$ cat src/rtl/mc_ctrl_if.sv
// Shared memory-port bundle between the multi-cycle controller and the memory.
interface mc_ctrl_if;
    logic mem_req;
    logic mem_we;
    logic i_or_d;
    logic mem_ready;

    modport master (output mem_req, output mem_we, output i_or_d, input mem_ready);
    modport slave  (input mem_req, input mem_we, input i_or_d, output mem_ready);
endinterface

$ cat src/rtl/mc_ctrl.sv
// Multi-cycle MIPS control FSM: fetch/decode/execute/memory/writeback over one memory port.
// Optional retire counter enabled by defining RETIRE_CNT_EN.
module mc_ctrl #(
    parameter int MEM_TIMEOUT = 0,
    parameter int CNT_W       = 32
) (
    input  logic              clk,
    input  logic              reset,
    input  logic [5:0]        opcode,
    input  logic [5:0]        funct,
    input  logic              alu_zero,
    mc_ctrl_if.master         mem,
    output logic              ir_we,
    output logic              pc_we,
    output logic [1:0]        pc_sel,
    output logic              reg_we,
    output logic [1:0]        reg_dst,
    output logic [1:0]        wd_sel,
    output logic              alu_src_a,
    output logic [1:0]        alu_src_b,
    output logic [1:0]        alu_op,
    output logic              ext_op,
    output logic              fault,
`ifdef RETIRE_CNT_EN
    output logic [CNT_W-1:0]  retire_cnt,
`endif
    output logic [3:0]        state
);

    typedef enum logic [3:0] {
        S_FETCH  = 4'd0,
        S_DECODE = 4'd1,
        S_EXEC   = 4'd2,
        S_ALUWB  = 4'd3,
        S_ADDR   = 4'd4,
        S_MEM    = 4'd5,
        S_MEMWB  = 4'd6,
        S_BRANCH = 4'd7,
        S_JUMP   = 4'd8,
        S_TRAP   = 4'd9
    } state_t;

    typedef enum logic [3:0] {
        I_R_ADD, I_R_SUB, I_ORI, I_LUI, I_LW, I_SW, I_BEQ, I_J, I_JAL, I_JR, I_BAD
    } cls_t;

    localparam logic [5:0] OP_R   = 6'b000000;
    localparam logic [5:0] OP_ORI = 6'b001101;
    localparam logic [5:0] OP_LUI = 6'b001111;
    localparam logic [5:0] OP_LW  = 6'b100011;
    localparam logic [5:0] OP_SW  = 6'b101011;
    localparam logic [5:0] OP_BEQ = 6'b000100;
    localparam logic [5:0] OP_J   = 6'b000010;
    localparam logic [5:0] OP_JAL = 6'b000011;

    localparam logic [5:0] FN_ADD  = 6'b100000;
    localparam logic [5:0] FN_ADDU = 6'b100001;
    localparam logic [5:0] FN_SUBU = 6'b100011;
    localparam logic [5:0] FN_SLL  = 6'b000000;
    localparam logic [5:0] FN_JR   = 6'b001000;

    localparam logic [1:0] ALU_ADD = 2'd0;
    localparam logic [1:0] ALU_SUB = 2'd1;
    localparam logic [1:0] ALU_OR  = 2'd2;
    localparam logic [1:0] ALU_LUI = 2'd3;

    state_t state_q, state_n;
    cls_t   cls;
    logic   fault_q;
    logic   tmo_hit;

    // sll (and therefore nop) is executed as an add through the R-type path.
    always_comb begin
        cls = I_BAD;
        unique case (opcode)
            OP_R: begin
                unique case (funct)
                    FN_ADD, FN_ADDU, FN_SLL: cls = I_R_ADD;
                    FN_SUBU:                 cls = I_R_SUB;
                    FN_JR:                   cls = I_JR;
                    default:                 cls = I_BAD;
                endcase
            end
            OP_ORI:  cls = I_ORI;
            OP_LUI:  cls = I_LUI;
            OP_LW:   cls = I_LW;
            OP_SW:   cls = I_SW;
            OP_BEQ:  cls = I_BEQ;
            OP_J:    cls = I_J;
            OP_JAL:  cls = I_JAL;
            default: cls = I_BAD;
        endcase
    end

    always_ff @(posedge clk) begin
        if (reset) begin
            state_q <= S_FETCH;
            fault_q <= 1'b0;
        end else begin
            state_q <= state_n;
            fault_q <= fault_q | (state_n == S_TRAP);
        end
    end

    always_comb begin
        state_n     = state_q;
        mem.mem_req = 1'b0;
        mem.mem_we  = 1'b0;
        mem.i_or_d  = 1'b0;
        ir_we       = 1'b0;
        pc_we       = 1'b0;
        pc_sel      = 2'd0;
        reg_we      = 1'b0;
        reg_dst     = 2'd0;
        wd_sel      = 2'd0;
        alu_src_a   = 1'b0;
        alu_src_b   = 2'd0;
        alu_op      = ALU_ADD;
        ext_op      = 1'b0;
        unique case (state_q)
            S_FETCH: begin
                mem.mem_req = 1'b1;
                alu_src_b   = 2'd1;
                if (mem.mem_ready) begin
                    ir_we   = 1'b1;
                    pc_we   = 1'b1;
                    state_n = S_DECODE;
                end else if (tmo_hit) begin
                    state_n = S_TRAP;
                end
            end
            S_DECODE: begin
                alu_src_b = 2'd3;
                ext_op    = 1'b1;
                unique case (cls)
                    I_R_ADD, I_R_SUB, I_ORI, I_LUI: state_n = S_EXEC;
                    I_LW, I_SW:                     state_n = S_ADDR;
                    I_BEQ:                          state_n = S_BRANCH;
                    I_J, I_JAL, I_JR:               state_n = S_JUMP;
                    default:                        state_n = S_TRAP;
                endcase
            end
            S_EXEC: begin
                alu_src_a = 1'b1;
                state_n   = S_ALUWB;
                unique case (cls)
                    I_ORI: begin alu_src_b = 2'd2; alu_op = ALU_OR;  end
                    I_LUI: begin alu_src_b = 2'd2; alu_op = ALU_LUI; end
                    I_R_SUB: alu_op = ALU_SUB;
                    default: alu_op = ALU_ADD;
                endcase
            end
            S_ALUWB: begin
                reg_we  = 1'b1;
                reg_dst = (opcode == OP_R) ? 2'd1 : 2'd0;
                state_n = S_FETCH;
            end
            S_ADDR: begin
                alu_src_a = 1'b1;
                alu_src_b = 2'd2;
                ext_op    = 1'b1;
                state_n   = S_MEM;
            end
            S_MEM: begin
                mem.mem_req = 1'b1;
                mem.i_or_d  = 1'b1;
                mem.mem_we  = (cls == I_SW);
                if (mem.mem_ready)
                    state_n = (cls == I_SW) ? S_FETCH : S_MEMWB;
                else if (tmo_hit)
                    state_n = S_TRAP;
            end
            S_MEMWB: begin
                reg_we  = 1'b1;
                wd_sel  = 2'd1;
                state_n = S_FETCH;
            end
            S_BRANCH: begin
                alu_src_a = 1'b1;
                alu_op    = ALU_SUB;
                pc_sel    = 2'd1;
                pc_we     = alu_zero;
                state_n   = S_FETCH;
            end
            S_JUMP: begin
                pc_we   = 1'b1;
                pc_sel  = (cls == I_JR) ? 2'd3 : 2'd2;
                state_n = S_FETCH;
                if (cls == I_JAL) begin
                    reg_we  = 1'b1;
                    reg_dst = 2'd2;
                    wd_sel  = 2'd2;
                end
            end
            S_TRAP:  state_n = S_TRAP;
            default: state_n = S_TRAP;
        endcase
        // Reset overrides every output so an in-flight access or write is dropped.
        if (reset) begin
            mem.mem_req = 1'b0;
            mem.mem_we  = 1'b0;
            mem.i_or_d  = 1'b0;
            ir_we       = 1'b0;
            pc_we       = 1'b0;
            pc_sel      = 2'd0;
            reg_we      = 1'b0;
            reg_dst     = 2'd0;
            wd_sel      = 2'd0;
            alu_src_a   = 1'b0;
            alu_src_b   = 2'd0;
            alu_op      = ALU_ADD;
            ext_op      = 1'b0;
        end
    end

    assign fault = fault_q & ~reset;
    assign state = reset ? 4'd0 : state_q;

    generate
        if (MEM_TIMEOUT > 0) begin : g_tmo
            localparam int TW = (MEM_TIMEOUT > 1) ? $clog2(MEM_TIMEOUT + 1) : 1;
            logic [TW-1:0] tcnt;
            logic          waiting;

            assign waiting = ((state_q == S_FETCH) || (state_q == S_MEM)) && !mem.mem_ready;
            // The last allowed wait cycle is the one that sees count MEM_TIMEOUT-1.
            assign tmo_hit = waiting && (tcnt == TW'(MEM_TIMEOUT - 1));

            always_ff @(posedge clk) begin
                if (reset)
                    tcnt <= '0;
                else if (state_n != state_q)
                    tcnt <= '0;
                else if (waiting)
                    tcnt <= tcnt + TW'(1);
            end
        end else begin : g_no_tmo
            assign tmo_hit = 1'b0;
        end
    endgenerate

`ifdef RETIRE_CNT_EN
    logic [CNT_W-1:0] rcnt;
    logic             retire;

    assign retire = (state_q == S_ALUWB) || (state_q == S_MEMWB) ||
                    (state_q == S_BRANCH) || (state_q == S_JUMP) ||
                    ((state_q == S_MEM) && (cls == I_SW) && mem.mem_ready);

    always_ff @(posedge clk) begin
        if (reset)
            rcnt <= '0;
        else if (retire)
            rcnt <= rcnt + CNT_W'(1);
    end

    assign retire_cnt = reset ? '0 : rcnt;
`endif

endmodule

$ cat src/flat_wrapper.sv
// flat-port wrapper written by rule: the top's interface ports become plain ports
module mc_ctrl_flat 
#(
    parameter int MEM_TIMEOUT = 0,
    parameter int CNT_W       = 32
)
  (clk, reset, opcode, funct, alu_zero, ir_we, pc_we, pc_sel, reg_we, reg_dst, wd_sel, alu_src_a, alu_src_b, alu_op, ext_op, fault, state, mem_mem_req, mem_mem_we, mem_i_or_d, mem_mem_ready);
  mc_ctrl_if mem_i ();
  input  logic clk;
  input  logic reset;
  input  logic [5:0] opcode;
  input  logic [5:0] funct;
  input  logic alu_zero;
  output logic ir_we;
  output logic pc_we;
  output logic [1:0] pc_sel;
  output logic reg_we;
  output logic [1:0] reg_dst;
  output logic [1:0] wd_sel;
  output logic alu_src_a;
  output logic [1:0] alu_src_b;
  output logic [1:0] alu_op;
  output logic ext_op;
  output logic fault;
  output logic [3:0] state;
  output wire logic [$bits(mem_i.mem_req)-1:0] mem_mem_req;
  output wire logic [$bits(mem_i.mem_we)-1:0] mem_mem_we;
  output wire logic [$bits(mem_i.i_or_d)-1:0] mem_i_or_d;
  input wire logic [$bits(mem_i.mem_ready)-1:0] mem_mem_ready;
  assign mem_mem_req = mem_i.mem_req;
  assign mem_mem_we = mem_i.mem_we;
  assign mem_i_or_d = mem_i.i_or_d;
  assign mem_i.mem_ready = mem_mem_ready;
  mc_ctrl #(.MEM_TIMEOUT(MEM_TIMEOUT), .CNT_W(CNT_W)) u_core (.clk(clk), .reset(reset), .opcode(opcode), .funct(funct), .alu_zero(alu_zero), .mem(mem_i), .ir_we(ir_we), .pc_we(pc_we), .pc_sel(pc_sel), .reg_we(reg_we), .reg_dst(reg_dst), .wd_sel(wd_sel), .alu_src_a(alu_src_a), .alu_src_b(alu_src_b), .alu_op(alu_op), .ext_op(ext_op), .fault(fault), .state(state));
endmodule
$ cat config.mk
export PLATFORM = sky130hd
export DESIGN_NAME = mc_ctrl_flat
export DESIGN_NICKNAME = d
export VERILOG_FILES = /design/src/rtl/mc_ctrl_if.sv /design/src/rtl/mc_ctrl.sv /design/src/flat_wrapper.sv
export SDC_FILE = /design/constraint.sdc
export NUM_CORES = 1
export LEC_CHECK = 0
export CAP_MARGIN = 20
export CORE_ASPECT_RATIO = 0.7
export CORE_MARGIN = 4
export CORE_UTILIZATION = 30
export CTS_BUF_LIST = sky130_fd_sc_hd__clkbuf_4 sky130_fd_sc_hd__clkbuf_8
export DETAILED_ROUTE_END_ITERATION = 7
export GPL_ROUTABILITY_DRIVEN = 0
export GPL_TIMING_DRIVEN = 0
export HOLD_SLACK_MARGIN = 0.08
export PLACE_DENSITY = 0.61
export SYNTH_ARGS = -nofsm -noshare
export SYNTH_HDL_FRONTEND = slang
export SYNTH_SLANG_ARGS = --single-unit
$ cat constraint.sdc
create_clock -name clk -period 4.05 [get_ports clk]
set_clock_uncertainty 0.15 [all_clocks]
set_input_delay 0.6075 -clock clk [delete_from_list [all_inputs] [get_ports clk]]
set_output_delay 0.6075 -clock clk [all_outputs]
set_load 0.005 [all_outputs]
==> results.md, run 1 <==
- Max Buffers Root-to-Sink: 2
- Total inserted antenna cells: 0
- Synth top area share: 12.29%
- Dpl ws: 208.6 ps
- Clk pwr share: 35.7%
- Via count: 1093
- CTS H-tree depth: 1
- CTS tree: done
- Syn-to-layout area delta: 54.22%
- Later-pin clock latency in the skew report: 220 ps
- Headroom to the max-slew limit: 60.29%
- Die area: 0.003626 mm^2
- Crit end category: primary output
- Io pins: 39
- Register share of total power: 22.3%
- Final WS setup: 218.0 ps
- Fin. max-slew vios: 0
- Die height: 51.60 um
- Setup Viol. Count Final: 0
- Cell area after synthesis: 814.5 um^2
- Final hold vios: 0
- Slowest library cell on the worst path: clkdlybuf4s50_1
- Commonest non-fill, non-tap cell in the layout: clkdlybuf4s50_1
- EDFF count, synth: 0
- Syn Inst Count: 120
- Ys async rst share: 0%
- Share of layout cells above drive strength 1: 6.289%
- WL final: 2.845 mm
- Ys Warns: 0
- CTS Hold Bufs: 0
- Power Dens Cells: 212.8 mW/mm^2
- Iter 0 DRT Violations: 61
- Crit-path max FO: 4
- Non-Filler Instances: 193
- Pre-Repair DR Iteration Count: 4
- Worst path top cell family by delay: simple AND/OR/NAND/NOR gates
- Initial antenna violation count: 0
- Post-layout util: 49.58%
- #FFs+latches synth: 5
- Status: finished clean
- Worst hold margin: 329.8 ps
- Switching Share: 31.03%
- Design Area, Final: 0.001256 mm^2
- Max Freq: 261.0 MHz
- Combinational Power Share: 41.9%
- Post-DP HPWL: 2.302 mm
- Largest area contributor in the netlist: dfxtp_1
- Net switching power figure: 0.08295 mW
- Worst-Margin Slew: 580.7 ps
- Clock-pin slew on the worst setup and hold paths: 30 ps
- Worst min path class: reg2reg
- Area post-placement: 0.001207 mm^2
- Syn nets: 136
- CTS resizes: 0
- Via density: 5.663
- # fillers: 273
- Crit path DAT: 3070 ps
- Sum of buffers and inverters on the critical path: 2
- Core Rows: 15
- DRC violations left: 0
- Num CTS Buffers: 3
- Total Routing Usage GR: 15.10%
- Die Width: 70.28 um
- Delay of the slowest cell on the worst path: 490 ps
- Leak: 0.4786 nW
- Synth Flop Type: dfxtp_1
- Routed wire per std cell: 14.74 um
- CP required: 3290 ps
- Commonest cells after routing, fill and taps aside: clkdlybuf4s50_1 (35), nor2_1 (15), nand2_1 (11)
- Sink Count: 5
- Sequential area share after synthesis: 12.29%
- Top post-synthesis cells by area: dfxtp_1 (12%), nor2_1 (6.9%), nand2_1 (5.1%), nor3_1 (4.3%), nor2b_1 (3.8%)
- Inst Count DP: 189
- Largest net degree at the start of global routing: 11
- MaxCap Viol Count: 0
- First-pass GRT wire length: 4.498 mm
- Post-route ant nets: 0
- Cell-internal power: 0.1843 mW
- Grt total ovfl: 0
- Max VDD drop: 174.0 uV
- Tcrit/Tclk final: 94.62%
- Setup TNS: 0 ps
- Root Driver: clkbuf_8
- Initial Util: 32.15%
- Worst-path cell chain: clkdlybuf4s50_1 -> or2_2 -> a2111oi_4 -> o211ai_1 -> nor4_1 -> or2_1 -> clkdlybuf4s50_1
- Post-Syn Area per Cell: 6.788 um^2
- Crit Path Category: in2out
- Post-CTS Setup Repair Bufs: 0
- Core ar.: 0.002534 mm^2
- Power, Total: 0.2673 mW
- Cell variety after synth: 46
- RSZ-0062 raised after global routing: false
- Critical Path Start Type: primary input
- I/O Buffers: 35
- CP dominant cell by count: clkdlybuf4s50_1
- Vias in the first global route: 934
- Nets: 176
- Crit path time final: 3832 ps
-- routing by layer --
| metal | vias to the layer above | part of all wire (%) | global-route usage (%) |
|---|---|---|---|
| met2 | 57 | 41 | 22.83 |
| met4 | 0 | 0.98 | 2.866 |
| met1 | 499 | 49 | 21.62 |
| met3 | 6 | 8.6 | 3.861 |
| li1 | 531 | - | - |
| met5 | - | 0 | 0 |
-- final cells by class --
type | count | area, um^2 | share of cell area [%]
Buffer | 8 | 45.04 | 3.586
Clock buffer | 4 | 48.80 | 3.884
Inverter | 8 | 30.03 | 2.390
Multi-Input combinational cell | 99 | 639.4 | 50.90
Sequential cell | 5 | 100.1 | 7.968
Tap cell | 34 | 42.54 | 3.386
Timing Repair Buffer | 35 | 350.3 | 27.89
-- sequential cells by signal (all words and copies together), names as in the netlist --
register        cells
u_core.fault_q      1
u_core.state_q      4
-- synthesized netlist by cell type, types with 2 or more instances --
cell type and count:
and3_2 2, buf_6 2, nor2b_1 5, a41oi_1 2
a21oi_1 3, clkbuf_1 5, nor3b_1 2, and4b_1 2
nor3_1 7, inv_1 8, or2_1 2, nand3_1 4
nor4_1 3, a221oi_1 2, nand2_1 11, o21ai_0 3
nor2_1 15, xnor2_1 2, nand4b_1 2, o211ai_1 4
o32ai_1 2, dfxtp_1 5, or3_1 3, nand3b_1 2
-- power groups by stage --
stage                     sequential (mW)  clock (mW)  combinational [mW]
final                              0.0597      0.0955               0.112
after floorplan                    0.0584           0              0.0607
after global routing               0.0599       0.102               0.122
after CTS                          0.0593      0.0990               0.111
after global placement             0.0596           0               0.109
after detailed placement           0.0599           0               0.110
-- worst paths after layout --
path / end / cells after the start / start / slack (ps)
worst max-delay path: alu_src_b[1] / 7 / funct[0] / 220
worst min-delay path: u_core.fault_q / 2 / u_core.fault_q / 330
worst min register to register: u_core.fault_q / 2 / u_core.fault_q / 330
worst max register to register: u_core.fault_q / 5 / u_core.state_q[0] / 2230
-- worst reg2reg max path: stages (launching register included) --
cell,delay [ps]
dfxtp_1,420
clkbuf_1,350
nand2_1,120
nor2_1,210
a41oi_1,190
o32ai_1,290
-- kinds of logic (layout without fill, tap and decap cells) --
kind of cell,count (synthesis),after routing,share of synthesized area [%]
flip-flops,5,5,12.29
XOR/XNOR,3,3,3.226
buffers and inverters,16,55,9.216
AND/OR/NAND/NOR,65,65,43.32
AO/OA/AOI/OAI,31,31,31.95
(Power assumes the default switching activity.)
==> run 2, diff against run 1 <==
- CORE_UTILIZATION: 30 -> 39
- CTS_BUF_LIST: sky130_fd_sc_hd__clkbuf_4 sky130_fd_sc_hd__clkbuf_8 -> sky130_fd_sc_hd__clkbuf_4
- PLACE_DENSITY: 0.61 -> 0.76
==> run 2 against run 1 <==
Combinational power is essentially flat. Sequential share of layout area grew 0.22 points. Cell area shrank 2.7%. Die area shrank 20%. Critical path type unchanged. Routed wire length shrank 0.53%. Power shrank 9.4%. Via count grew 1.2%. Setup slack lost 63 ps. Sequential power shrank 2%. Global-route usage grew 3.5 points.
==> results.md, run 2 (synthesis results as in run 1) <==
- Setup Viol. Count Final: 0 (unchanged)
- Max Buffers Root-to-Sink: 2 (unchanged)
- Initial antenna violation count: 0 (unchanged)
- # fillers: 182 (-33%)
- Setup TNS: 0 ps (unchanged)
- Number of flip-flops in the largest register: 4 (unchanged)
- Io pins: 39 (unchanged)
- Nets: 176 (unchanged)
- Headroom to the max-slew limit: 51.87% (-8.4 points)
- Tcrit/Tclk final: 96.17% (+1.6 points)
- Clk pwr share: 28.8% (-6.9 points)
- Via count: 1106 (+1.2%)
- Register-to-Register Path Depth: 5 (unchanged)
- Hold path endpoint: u_core.fault_q
- Sink Count: 5 (unchanged)
- CTS Hold Bufs: 0 (unchanged)
- Critical R2R Capture: u_core.fault_q
- Die Width: 62.62 um (-11%)
- Post-layout util: 63.69% (+14 points)
- Crit path DAT: 3140 ps (+70 ps)
- Iter 0 DRT Violations: 55 (-9.8%)
- Worst-path cell chain: clkdlybuf4s50_1 -> or2_2 -> a2111oi_4 -> o211ai_1 -> nor4_1 -> or2_1 -> clkdlybuf4s50_1
- Num CTS Buffers: 3 (unchanged)
- RSZ-0062 raised after global routing: false
- Slowest library cell on the worst path: nor4_1
- CP dominant cell by count: clkdlybuf4s50_1
- Root Driver: clkbuf_4
- Most flops, register: u_core.state_q
- MaxCap Viol Count: 0 (unchanged)
- Crit Path Category: in2out
- Worst-Margin Slew: 703.7 ps (+123.1 ps)
- Crit path time final: 3895 ps (+62.95 ps)
- Pre-Repair DR Iteration Count: 4 (unchanged)
- Vias in the first global route: 1021 (+9.3%)
- Share of layout cells above drive strength 1: 6.289% (unchanged)
- Max VDD drop: 86.50 uV (-50%)
- CP required: 3290 ps (about the same)
- Largest net degree at the start of global routing: 11 (unchanged)
- Die area: 0.002895 mm^2 (-20%)
- Crit-path max FO: 3 (-1)
- Register share of total power: 24.2% (+1.9 points)
- Syn-to-layout area delta: 50.08%
- I/O Buffers: 35 (unchanged)
- Fin. max-slew vios: 0 (unchanged)
- Commonest non-fill, non-tap cell in the layout: clkdlybuf4s50_1
- Max Freq: 256.7 MHz (-1.6%)
- Grt total ovfl: 0 (unchanged)
- Post-CTS Setup Repair Bufs: 0 (unchanged)
- Worst path top cell family by delay: simple AND/OR/NAND/NOR gates
- CTS tree: done
- Critical Path Start Type: primary input
- Status: finished clean
- Final hold vios: 0 (unchanged)
- Cell-internal power: 0.1544 mW (-16%)
- CTS H-tree depth: 1 (unchanged)
- DRC violations left: 0 (unchanged)
- Post-DP HPWL: 2.276 mm (-1.1%)
- Core ar.: 0.001919 mm^2 (-24%)
- Power Dens Cells: 198.1 mW/mm^2 (-6.9%)
- Switching Share: 36.21% (+5.2 points)
- Initial Util: 42.44% (+10 points)
- R2r setup slk: 2210 ps (-20 ps)
- Crit end category: primary output
- Sum of buffers and inverters on the critical path: 2 (unchanged)
- Hold Crit Start: u_core.fault_q
- Post-route ant nets: 0 (unchanged)
- Reg2reg start: u_core.state_q[0]
- Routed wire per std cell: 15.64 um (+6.1%)
- Core Rows: 13 (-2)
- CTS resizes: 0 (unchanged)
- Worst min path class: reg2reg
- Later-pin clock latency in the skew report: 260 ps (+40 ps)
- Commonest cells after routing, fill and taps aside: clkdlybuf4s50_1 (35), nor2_1 (15), nand2_1 (11)
- Combinational Power Share: 47.0% (+5.1 points)
- Leak: 0.4708 nW (-1.6%)
- Total Routing Usage GR: 18.64% (+3.5 points)
- Cells on Worst Hold Path: 2 (unchanged)
- Delay of the slowest cell on the worst path: 520 ps (+30 ps)
- First-pass GRT wire length: 4.291 mm (-4.6%)
- Die height: 46.24 um (-10%)
- Clock-pin slew on the worst setup and hold paths: 50 ps (+20 ps)
- Largest regs: u_core.state_q (4), u_core.fault_q (1)
- Total inserted antenna cells: 0 (unchanged)
- Via density: 6.110 (+7.9%)
- WL final: 2.830 mm (-0.53%)
- Net switching power figure: 0.08765 mW (+5.7%)
==> run 2: cell counts in the layout (fill, tap and decap cells not counted) <==
No cell type changed its count.
==> run 2: power by group through the flow <==
stage / Clock [mW] / Sequential, mW / Combinational, mW
after floorplan: 0 / 0.0584 / 0.0607
after global placement: 0 / 0.0593 / 0.108
after detailed placement: 0 / 0.0594 / 0.112
after CTS: 0.0699 / 0.0584 / 0.113
after global routing: 0.0721 / 0.0592 / 0.123
final: 0.0696 / 0.0586 / 0.114
==> run 2: layout make-up <==
class | count | area (um^2) | area share [%]
flip-flops and latches | 5 | 100.1 | 8.188
clock buffers | 4 | 30.03 | 2.457
plain buffers | 8 | 45.04 | 3.685
repair buffers | 35 | 350.3 | 28.66
well taps | 22 | 27.53 | 2.252
multi-input cells | 99 | 639.4 | 52.30
inverters | 8 | 30.03 | 2.457
==> run 2: per-stage QoR <==
stage	instances	area [um^2]	total power, mW	hold slack, ps	setup WS, ps
6_report	181	1222	0.2421	332.1	155.0
5_1_grt	181	1222	0.2540	355.4	116.0
4_1_cts	181	1222	0.2411	337.1	198.5
3_5_place_dp	177	1192	0.1714	321.9	197.8
3_3_place_gp	177	1192	0.1672	318.3	266.3
2_1_floorplan	120	814.5	0.1191	300.4	1355
==> run 2: worst max path at each step <==
stage              start      endpoint  slack (ps)  cells past startpoint
3_5_place_dp    funct[1]  alu_src_b[1]         200                      7
5_1_grt         funct[1]  alu_src_b[1]         120                      7
2_1_floorplan  opcode[5]     alu_op[0]        1360                      6
3_3_place_gp   opcode[3]     alu_op[0]         270                      7
4_1_cts         funct[1]  alu_src_b[1]         200                      7
6_report        funct[1]  alu_src_b[1]         160                      7
==> run 2: tightest hold or removal path, stage by stage (launching register included) <==
cell     delay (ps)
dfxtp_1         300
inv_1            60
o32ai_1          70
==> run 2: metal layers <==
layer	track usage, %	vias to the layer above	wire, um
li1	-	525	-
met1	20.26	501	1211
met2	35.81	67	1259
met3	3.659	13	271
met4	9.649	0	88
met5	0	-	0
